**config.mk**
```make
export PLATFORM = sky130hd
export DESIGN_NAME = des_arbiter_flat
export DESIGN_NICKNAME = d
export VERILOG_FILES = /design/src/rtl/des_arb_pkg.sv /design/src/rtl/des_arbiter_if.sv /design/src/rtl/des_arb_wdt.sv /design/src/rtl/des_arbiter.sv /design/src/flat_wrapper.sv
export SDC_FILE = /design/constraint.sdc
export NUM_CORES = 1
export LEC_CHECK = 0
export CORE_AREA = 2 2 206 208
export CTS_BUF_LIST = sky130_fd_sc_hd__clkbuf_4
export DETAILED_ROUTE_END_ITERATION = 12
export DIE_AREA = 0 0 208 210
export PLACE_DENSITY = 0.48
export SETUP_SLACK_MARGIN = 0.02
export SLEW_MARGIN = 20
export SYNTH_ARGS = -nofsm -noshare
export SYNTH_HDL_FRONTEND = slang
export SYNTH_SLANG_ARGS = --single-unit
```
**constraint.sdc**
```tcl
create_clock -name i_Clk -period 4.4 [get_ports i_Clk]
set_clock_uncertainty 0.05 [all_clocks]
set_input_delay 1.32 -clock i_Clk [delete_from_list [all_inputs] [get_ports i_Clk]]
set_output_delay 1.32 -clock i_Clk [all_outputs]
set_load 0.02 [all_outputs]
```
**src/rtl/des_arb_pkg.sv**
```systemverilog
// Shared types and constants for the two-requester DES arbiter.
package des_arb_pkg;

  localparam int DES_W = 64;

  localparam logic REQ0 = 1'b0;
  localparam logic REQ1 = 1'b1;

  typedef enum logic [1:0] {
    ST_IDLE  = 2'd0,
    ST_START = 2'd1,
    ST_WAIT  = 2'd2,
    ST_DONE  = 2'd3
  } arb_state_t;

endpackage

```
**src/rtl/des_arbiter_if.sv**
```systemverilog
// Bus between the arbiter (master) and the shared DES core (slave).
interface des_arbiter_if;
  import des_arb_pkg::*;

  logic             DES_fStart;
  logic             DES_fDec;
  logic [DES_W-1:0] DES_Key;
  logic [DES_W-1:0] DES_Text;
  logic             DES_fDone;
  logic [DES_W-1:0] DES_Result;

  modport master (
    output DES_fStart, DES_fDec, DES_Key, DES_Text,
    input  DES_fDone, DES_Result
  );

  modport slave (
    input  DES_fStart, DES_fDec, DES_Key, DES_Text,
    output DES_fDone, DES_Result
  );

endinterface

```
**src/rtl/des_arb_wdt.sv**
```systemverilog
// Loadable up-counter; expire flags the cycle in which the count reaches TIMEOUT_CYC-1.
module des_arb_wdt #(
  parameter int TIMEOUT_CYC = 255
) (
  input  logic i_Clk,
  input  logic i_Rst,
  input  logic clear,
  input  logic count_en,
  output logic expire
);

  localparam int CNT_W = $clog2(TIMEOUT_CYC + 1);

  logic [CNT_W-1:0] count_reg;

  always_ff @(posedge i_Clk) begin
    if (i_Rst) begin
      count_reg <= '0;
    end else if (clear) begin
      count_reg <= '0;
    end else if (count_en) begin
      count_reg <= count_reg + CNT_W'(1);
    end
  end

  // Looks at the incremented value so the abort lands exactly TIMEOUT_CYC cycles after START.
  assign expire = (int'(count_reg) + 1) >= (TIMEOUT_CYC - 1);

endmodule

```
**src/rtl/des_arbiter.sv**
```systemverilog
// Round-robin arbiter/sequencer sharing one DES core between two requesters.
module des_arbiter
  import des_arb_pkg::*;
#(
  parameter int TIMEOUT_CYC = 255
) (
  input  logic             i_Clk,
  input  logic             i_Rst,
  input  logic             i_fReq0,
  input  logic             i_fReq1,
  input  logic             i_fDec0,
  input  logic             i_fDec1,
  input  logic [DES_W-1:0] i_Key0,
  input  logic [DES_W-1:0] i_Key1,
  input  logic [DES_W-1:0] i_Text0,
  input  logic [DES_W-1:0] i_Text1,
  output logic             o_fAck0,
  output logic             o_fAck1,
  output logic             o_fDone0,
  output logic             o_fDone1,
  output logic [DES_W-1:0] o_Text,
  output logic             o_fErr,
  output logic             o_fBusy,
  des_arbiter_if.master    des
);

  arb_state_t       state_reg, state_next;
  logic             ptr_reg, ptr_next;
  logic             owner_reg, owner_next;
  logic             dec_reg, dec_next;
  logic [DES_W-1:0] key_reg, key_next;
  logic [DES_W-1:0] text_reg, text_next;
  logic [1:0]       ack_reg, ack_next;
  logic [DES_W-1:0] result_reg, result_next;
  logic             err_reg, err_next;

  logic [1:0]       req_vec;
  logic [1:0]       dec_vec;
  logic [DES_W-1:0] key_arr  [2];
  logic [DES_W-1:0] text_arr [2];
  logic [1:0]       done_vec;
  logic             gnt_idx;
  logic             wdt_clear;
  logic             wdt_en;
  logic             wdt_expire;

  assign req_vec     = {i_fReq1, i_fReq0};
  assign dec_vec     = {i_fDec1, i_fDec0};
  assign key_arr[0]  = i_Key0;
  assign key_arr[1]  = i_Key1;
  assign text_arr[0] = i_Text0;
  assign text_arr[1] = i_Text1;

  // On a tie the requester that was not served last wins; a lone request always wins.
  assign gnt_idx = (req_vec == 2'b11) ? ~ptr_reg : req_vec[1];

  des_arb_wdt #(
    .TIMEOUT_CYC (TIMEOUT_CYC)
  ) u_wdt (
    .i_Clk    (i_Clk),
    .i_Rst    (i_Rst),
    .clear    (wdt_clear),
    .count_en (wdt_en),
    .expire   (wdt_expire)
  );

  always_ff @(posedge i_Clk) begin
    if (i_Rst) begin
      state_reg  <= ST_IDLE;
      ptr_reg    <= REQ1;
      owner_reg  <= REQ0;
      dec_reg    <= 1'b0;
      key_reg    <= '0;
      text_reg   <= '0;
      ack_reg    <= '0;
      result_reg <= '0;
      err_reg    <= 1'b0;
    end else begin
      state_reg  <= state_next;
      ptr_reg    <= ptr_next;
      owner_reg  <= owner_next;
      dec_reg    <= dec_next;
      key_reg    <= key_next;
      text_reg   <= text_next;
      ack_reg    <= ack_next;
      result_reg <= result_next;
      err_reg    <= err_next;
    end
  end

  always_comb begin
    state_next  = state_reg;
    ptr_next    = ptr_reg;
    owner_next  = owner_reg;
    dec_next    = dec_reg;
    key_next    = key_reg;
    text_next   = text_reg;
    ack_next    = '0;
    result_next = result_reg;
    err_next    = err_reg;
    wdt_clear   = 1'b0;
    wdt_en      = 1'b0;
    case (state_reg)
      ST_IDLE: begin
        if (|req_vec) begin
          ptr_next          = gnt_idx;
          owner_next        = gnt_idx;
          dec_next          = dec_vec[gnt_idx];
          key_next          = key_arr[gnt_idx];
          text_next         = text_arr[gnt_idx];
          ack_next[gnt_idx] = 1'b1;
          state_next        = ST_START;
        end
      end
      ST_START: begin
        wdt_clear  = 1'b1;
        state_next = ST_WAIT;
      end
      ST_WAIT: begin
        wdt_en = 1'b1;
        // A completion in the expiry cycle still counts as a good result.
        if (des.DES_fDone) begin
          result_next = des.DES_Result;
          err_next    = 1'b0;
          state_next  = ST_DONE;
        end else if (wdt_expire) begin
          result_next = '0;
          err_next    = 1'b1;
          state_next  = ST_DONE;
        end
      end
      ST_DONE: begin
        state_next = ST_IDLE;
      end
      default: begin
        state_next = ST_IDLE;
      end
    endcase
  end

  for (genvar gi = 0; gi < 2; gi++) begin : g_done
    assign done_vec[gi] = (state_reg == ST_DONE) && (owner_reg == 1'(gi));
  end

  assign o_fAck0  = ack_reg[REQ0];
  assign o_fAck1  = ack_reg[REQ1];
  assign o_fDone0 = done_vec[REQ0];
  assign o_fDone1 = done_vec[REQ1];
  assign o_Text   = result_reg;
  assign o_fErr   = err_reg;
  assign o_fBusy  = (state_reg != ST_IDLE);

  assign des.DES_fStart = (state_reg == ST_START);
  assign des.DES_fDec   = dec_reg;
  assign des.DES_Key    = key_reg;
  assign des.DES_Text   = text_reg;

endmodule

```
**src/flat_wrapper.sv**
```systemverilog
// flat-port wrapper written by rule: the top's interface ports become plain ports
module des_arbiter_flat import des_arb_pkg::*;
#(
  parameter int TIMEOUT_CYC = 255
)
  (i_Clk, i_Rst, i_fReq0, i_fReq1, i_fDec0, i_fDec1, i_Key0, i_Key1, i_Text0, i_Text1, o_fAck0, o_fAck1, o_fDone0, o_fDone1, o_Text, o_fErr, o_fBusy, des_DES_fStart, des_DES_fDec, des_DES_Key, des_DES_Text, des_DES_fDone, des_DES_Result);
  des_arbiter_if des_i ();
  input  logic i_Clk;
  input  logic i_Rst;
  input  logic i_fReq0;
  input  logic i_fReq1;
  input  logic i_fDec0;
  input  logic i_fDec1;
  input  logic [DES_W-1:0] i_Key0;
  input  logic [DES_W-1:0] i_Key1;
  input  logic [DES_W-1:0] i_Text0;
  input  logic [DES_W-1:0] i_Text1;
  output logic o_fAck0;
  output logic o_fAck1;
  output logic o_fDone0;
  output logic o_fDone1;
  output logic [DES_W-1:0] o_Text;
  output logic o_fErr;
  output logic o_fBusy;
  output wire logic [$bits(des_i.DES_fStart)-1:0] des_DES_fStart;
  output wire logic [$bits(des_i.DES_fDec)-1:0] des_DES_fDec;
  output wire logic [$bits(des_i.DES_Key)-1:0] des_DES_Key;
  output wire logic [$bits(des_i.DES_Text)-1:0] des_DES_Text;
  input wire logic [$bits(des_i.DES_fDone)-1:0] des_DES_fDone;
  input wire logic [$bits(des_i.DES_Result)-1:0] des_DES_Result;
  assign des_DES_fStart = des_i.DES_fStart;
  assign des_DES_fDec = des_i.DES_fDec;
  assign des_DES_Key = des_i.DES_Key;
  assign des_DES_Text = des_i.DES_Text;
  assign des_i.DES_fDone = des_DES_fDone;
  assign des_i.DES_Result = des_DES_Result;
  des_arbiter #(.TIMEOUT_CYC(TIMEOUT_CYC)) u_core (.i_Clk(i_Clk), .i_Rst(i_Rst), .i_fReq0(i_fReq0), .i_fReq1(i_fReq1), .i_fDec0(i_fDec0), .i_fDec1(i_fDec1), .i_Key0(i_Key0), .i_Key1(i_Key1), .i_Text0(i_Text0), .i_Text1(i_Text1), .o_fAck0(o_fAck0), .o_fAck1(o_fAck1), .o_fDone0(o_fDone0), .o_fDone1(o_fDone1), .o_Text(o_Text), .o_fErr(o_fErr), .o_fBusy(o_fBusy), .des(des_i));
endmodule
```
* Word-level counts from Yosys, hierarchy flattened
Cells that the tools add are included.
Widths: inputs -> output; s select.
** Word-level totals
- Bits in registers :: 208
- Logic and storage cells :: 60
- Bits of input ports :: 327
** Operators by class
- Add/subtract/negate cells :: 2
- Muxes and demuxes :: 21
- Reductions and logical operators :: 12
- Eq/ne operators :: 6
- Bitwise gates (word level) :: 5
- $lt $le $gt $ge :: 4
** Operator list (number)
- $mux 64 :: 8
- $add 8x1->9 const B :: 1
- $ge 9x8->1 const B :: 1
- $add 8x1->8 const B :: 1
- $mux 1 :: 8
- $pmux 2 s4 :: 1
- $eq 2x2->1 const B :: 3
- $mux 2 :: 3
- $reduce_and 2->1 :: 3
- $not 1->1 :: 4
- $reduce_bool 2->1 :: 2
- $reduce_or 2->1 :: 2
- $logic_and 1x1->1 :: 3
- $ne 3x3->1 const B :: 1
- $reduce_or 3->1 :: 1
- $eq 2x1->1 const B :: 1
- $ge 2x2->1 const B :: 1
- $logic_not 2->1 :: 1
- $lt 1x2->1 const B :: 1
- $ne 2x1->1 const B :: 1
- $not 1->2 :: 1
- $demux 1 s1 :: 1
- $ge 1x1->1 const B :: 1

* Longest topological paths before layout
- Depth after elaboration :: 6
- Mapped depth :: 8
- Depth with buffers taken out :: 6

* By module
A second synthesis with hierarchy kept.
** Second synthesis, totals
- Cells, all modules :: 1020
- Area total of the unflattened synthesis :: 8496.9 um^2
** By module, submodules not included
- des_arbiter :: area an instance 8069.0 um^2, sequential area each 4003.8 um^2, instances 1, cells each 971
- des_arb_wdt :: area an instance 427.9 um^2, sequential area each 160.2 um^2, instances 1, cells each 49

* Worst setup path before layout
Ideal clock, no wire load.
- Kind :: input -> register
- Start point :: input i_fReq1
- End point :: register u_core.text_reg[10], in the netlist u_core.des.DES_Text[10]
- Library setup time :: 0.138 ns
- Path slack :: 1.935 ns
- Data arrival time :: 2.277 ns
- Cell stages on the path :: 6
- Cell sequence :: a21boi_0 > buf_2 > buf_2 > buf_2 > mux2i_1 > a211oi_1
** On the way
- Cells in the longest elaborated chain, start to end :: 6
- Elaborated cells on any way between the ends :: 8
** RTL lines
- start: declaration :: RTL line flat_wrapper.sv:11 : input logic i_fReq1;
- $eq 2x2->1 :: RTL line des_arbiter.sv:55 : assign gnt_idx = (req_vec == 2'b11) ? ~ptr_reg : req_vec[1];
- $mux 1 :: RTL line des_arbiter.sv:55
- $not 1->2 (not written as such) :: RTL line des_arbiter.sv:110 : text_next = text_arr[gnt_idx];
- $mux 64 (not written as such) (3 in series) :: RTL line des_arbiter.sv:110
- end signal: assignment :: RTL line des_arbiter.sv:84 : text_reg <= text_next;
- end: declaration :: RTL line des_arbiter.sv:32 : logic [DES_W-1:0] text_reg, text_next;
Parallel ways exist; a longest one is shown, timed or not. The select of a mux whose other input is x is not followed.
A chain may end at the register's enable or synchronous reset.

* Worst setup path in the final report
- Start point :: register u_core.state_reg[0]
- End point :: output o_fBusy
** On the way
- Cells in the longest elaborated chain, start to end :: 1
** RTL lines
- start: declaration :: RTL line des_arbiter.sv:27 : arb_state_t state_reg, state_next;
- start signal: assignment :: RTL line des_arbiter.sv:79 : state_reg <= state_next;
- $reduce_bool 2->1 :: RTL line des_arbiter.sv:151 : assign o_fBusy = (state_reg != ST_IDLE);
- end: declaration :: RTL line flat_wrapper.sv:24 : output logic o_fBusy;
Every way passes these cells.

==> summary.md <==
| Metric | Value |
|---|---|
| Status | `completed` |
| Core area | `between 40000 and 50000 um^2` |
| Initial antenna violation count | `7` |
| Critical path launch point type | `flip-flop` |
| Root Buffer Master | `clkbuf_4` |
| First-pass GRT wire length | `around 57 mm` |
| Worst setup EP type | `output port` |
| I/O pin cnt | `approximately 530` |
| Yosys warns | `0` |
| Worst reg2reg path depth | `6` |
| Mean Syn Cell Area | `roughly 9.4 um^2` |
| Met3 wire len | `3.797 mm` |
| Synthesized flop and latch total | `208` |
| Hold Startpoint | `u_core.o_fErr` |
| Seq/Total Area, Yosys | `between 40 and 50%` |
| Final WL | `between 30 and 40 mm` |
| Power density over the cells | `529.8 nW/um^2` |
| Vias | `9277` |
| CTS Buffer Depth | `3` |
| CP max stage delay | `slightly above 700 ps` |
| Row cnt | `75` |
| Worst Hold Path EP | `u_core.o_fErr` |
| Final setup viols | `0` |
| Met1 wire length | `around 15 mm` |
| Worst EP arrival | `between 2000 and 2500 ps` |
| Final number of hold-violating endpoints | `0` |
| Synth Instances | `roughly 960` |
| Fmax | `approximately 0.27 GHz` |
| Clock Pin Slew Worst Setup and Hold Paths | `70 ps` |
| Post-cts sizing count | `0` |
| Die area | `about 44000 um^2` |
| Clock sinks | `around 210` |
| Number of global-route vias before repair | `between 9000 and 10000` |
| Max-Slew Margin vs Limit | `around 39%` |
| Final GP Congestion | `~0.77` |
| EDFF count, synth | `0` |
| Post-layout worst setup margin | `636.9 ps` |
| Leakage | `5.463 nW` |
| Unique masters post-synth | `between 40 and 50` |
| Least-Margin Pin Slew | `around 920 ps` |
| Post-layout min period | `3763 ps` |
| RSZ-0062 raised after global routing | `false` |
| Final core occ | `between 30% and 40%` |
| Pwr Total | `approximately 8.2 mW` |
| Async SR Flop Fraction | `0%` |
| TritonRoute pass-1 iters | `5` |
| Total Routing Usage GR | `~17%` |
| Initial Utilization | `between 20% and 30%` |
| GR Overflow Total | `0` |
| Post-DP HPWL | `27.22 mm` |
| Top Layer Used | `met5` |
| Setup slack, reg-to-reg | `around 1900 ps` |
| Critical path class | `reg -> out` |
| Hold slack | `roughly 420 ps` |
| Worst hold stages | `1` |
| Routed length per instance | `approximately 19 um` |
| Period utilisation layout | `about 86%` |
| Hold crit path type | `reg -> reg` |
| Final Max Slew Viols | `0` |
| Worst R2R Start | `u_core.u_wdt.count_reg[0]` |
| Reg2reg end | `u_core.o_Text[51]` |
| Syn Std Cell Area | `9027 um^2` |
| Max FO, Critical Path | `5` |
| DP Worst Slack | `1080 ps` |
| Synthesis-to-layout area growth | `71.45%` |
| Nets@finish | `between 1500 and 2000` |
| Max Cap Viol | `0` |
| Port buffer count | `around 530` |
| Largest net degree at the start of global routing | `between 100 and 150` |
| CTS tree | `yes` |
| Setup TNS | `0 ps` |
| Worst vdd ir | `approximately 0.26 mV` |
| Post-CTS Setup Bufs | `0` |
| Met2 wire len | `~18 mm` |
| Reg area | `roughly 4200 um^2` |
| Routed Antenna Nets | `0` |
| Ys flop type | `dfxtp_1` |
| Worst Path Required | `~3000 ps` |
| Die Ht | `~210 um` |
| Cell mode on critical path | `inv_1` |
| Synth Net Count | `1290` |
| Clk Latency, worst-skew pair | `around 700 ps` |
| CTS HTree Levels | `3` |
| Cts bufs inserted | `between 60 and 70` |
| Die W | `~210 um` |
| Initial DRC count | `540` |
| DRC violations left | `0` |
| Filler cells | `4311` |
| Hold_buf cts | `0` |
| Area of the multi-input gates | `4399 um^2` |
| Critical path cell sequence | `inv_1, ha_1, inv_1, clkdlybuf4s50_1` |
| Layout cells sized above 1 | `8.106%` |
| Via-to-Cell Ratio | `around 4.5` |
| CP max stage cell | `clkdlybuf4s50_1` |
-- layer usage --
| layer | global-route usage (%) | vias up |
|---|---|---|
| li1 | - | 4596 |
| met1 | 19.00 | 4214 |
| met2 | 28.55 | 402 |
| met3 | 7.881 | 61 |
| met4 | 5.185 | 4 |
| met5 | 0 | - |
-- worst max-delay path: cells and delay by family, from the launching register on --
kind	cells	cell delay, ps
buffers and inverters	3	1010
DFF	1	390
adders and majority gates	1	280
-- power breakdown --
| group | internal [mW] | switching, mW |
|---|---|---|
| sequential | 2.37 | 0.280 |
| combinational | 1.64 | 2.01 |
| clock | 0.994 | 0.905 |
-- Yosys cell counts (all sizes together) (3+ instances only) --
cell    count  area (um^2)
nor2      141        529.3
a21oi      67        335.3
inv         4        15.01
nand4       4        25.02
nand2      68        262.8
a21boi      3        22.52
buf        43        257.8
a211oi    131        983.4
clkbuf     52        215.2
dfxtp     208         4164
mux2i     130         1301
o21ai       3        15.01
a311oi     64        573.1
ha          7        87.58
xor2        5        43.79
-- logic make-up (layout without fill, tap and decap cells) --
logic type                 count (synthesis)  after routing  share of synthesized area [%]
AOI/OAI and AO/OA                        274            274                          22.00
muxes                                    130            130                          14.41
and+or+nand+nor                          232            232                          10.51
buffers and inverters                     99            648                          5.405
DFF                                      208            208                          46.13
other                                      0              6                              0
xor gates and xnor gates                   6              6                         0.5821
adders and majority gates                  7              7                         0.9702
-- how the worst max path moves through the flow --
stage	to	slack, ps	depth (start not counted)	startpoint
global route	o_fBusy	410	4	u_core.state_reg[0]
CTS	o_fBusy	470	4	u_core.state_reg[0]
finish	o_fBusy	640	4	u_core.state_reg[0]
detailed placement	u_core.des.DES_Key[50]	1080	6	i_fReq0
floorplan	u_core.des.DES_Text[10]	1940	6	i_fReq1
global placement	u_core.des.DES_Text[23]	1110	6	i_fReq1
-- stage by stage --
stage	std cells	area [um^2]
2_1_floorplan	956	9027
3_3_place_gp	1938	14700
3_5_place_dp	1938	14700
4_1_cts	2044	15460
5_1_grt	2047	15470
6_report	2050	15480
-- cell type report --
class | instances | share of cell area (%)
clock inverter | 16 | 0.5821
sequential | 208 | 26.90
clock buffer | 90 | 4.365
multi-input combinational | 649 | 28.42
inverter | 4 | 0.09701
tap | 539 | 4.357
timing repair buffer | 538 | 35.17
antenna | 6 | 0.09701
-- cell usage in the layout (no fill, tap or decap), drive strengths merged, types with 2 or more instances in the layout --
master | Yosys | final
ha | 7 | 7
nand3 | 2 | 2
or2 | 2 | 2
a211oi | 131 | 131
or2b | 2 | 2
diode | 0 | 6
mux2i | 130 | 130
a21boi | 3 | 3
buf | 43 | 13
o21a | 2 | 2
a21oi | 67 | 67
o21ai | 3 | 3
clkdlybuf4s50 | 0 | 525
inv | 4 | 7
xor2 | 5 | 5
or3 | 2 | 2
nand4 | 4 | 4
dfxtp | 208 | 208
a311oi | 64 | 64
nor2 | 141 | 141
nand2 | 68 | 68
and2b | 2 | 2
clkinv | 0 | 11
clkbuf | 52 | 90
and2 | 2 | 2
No activity file was read; power rests on OpenSTA's default activity.
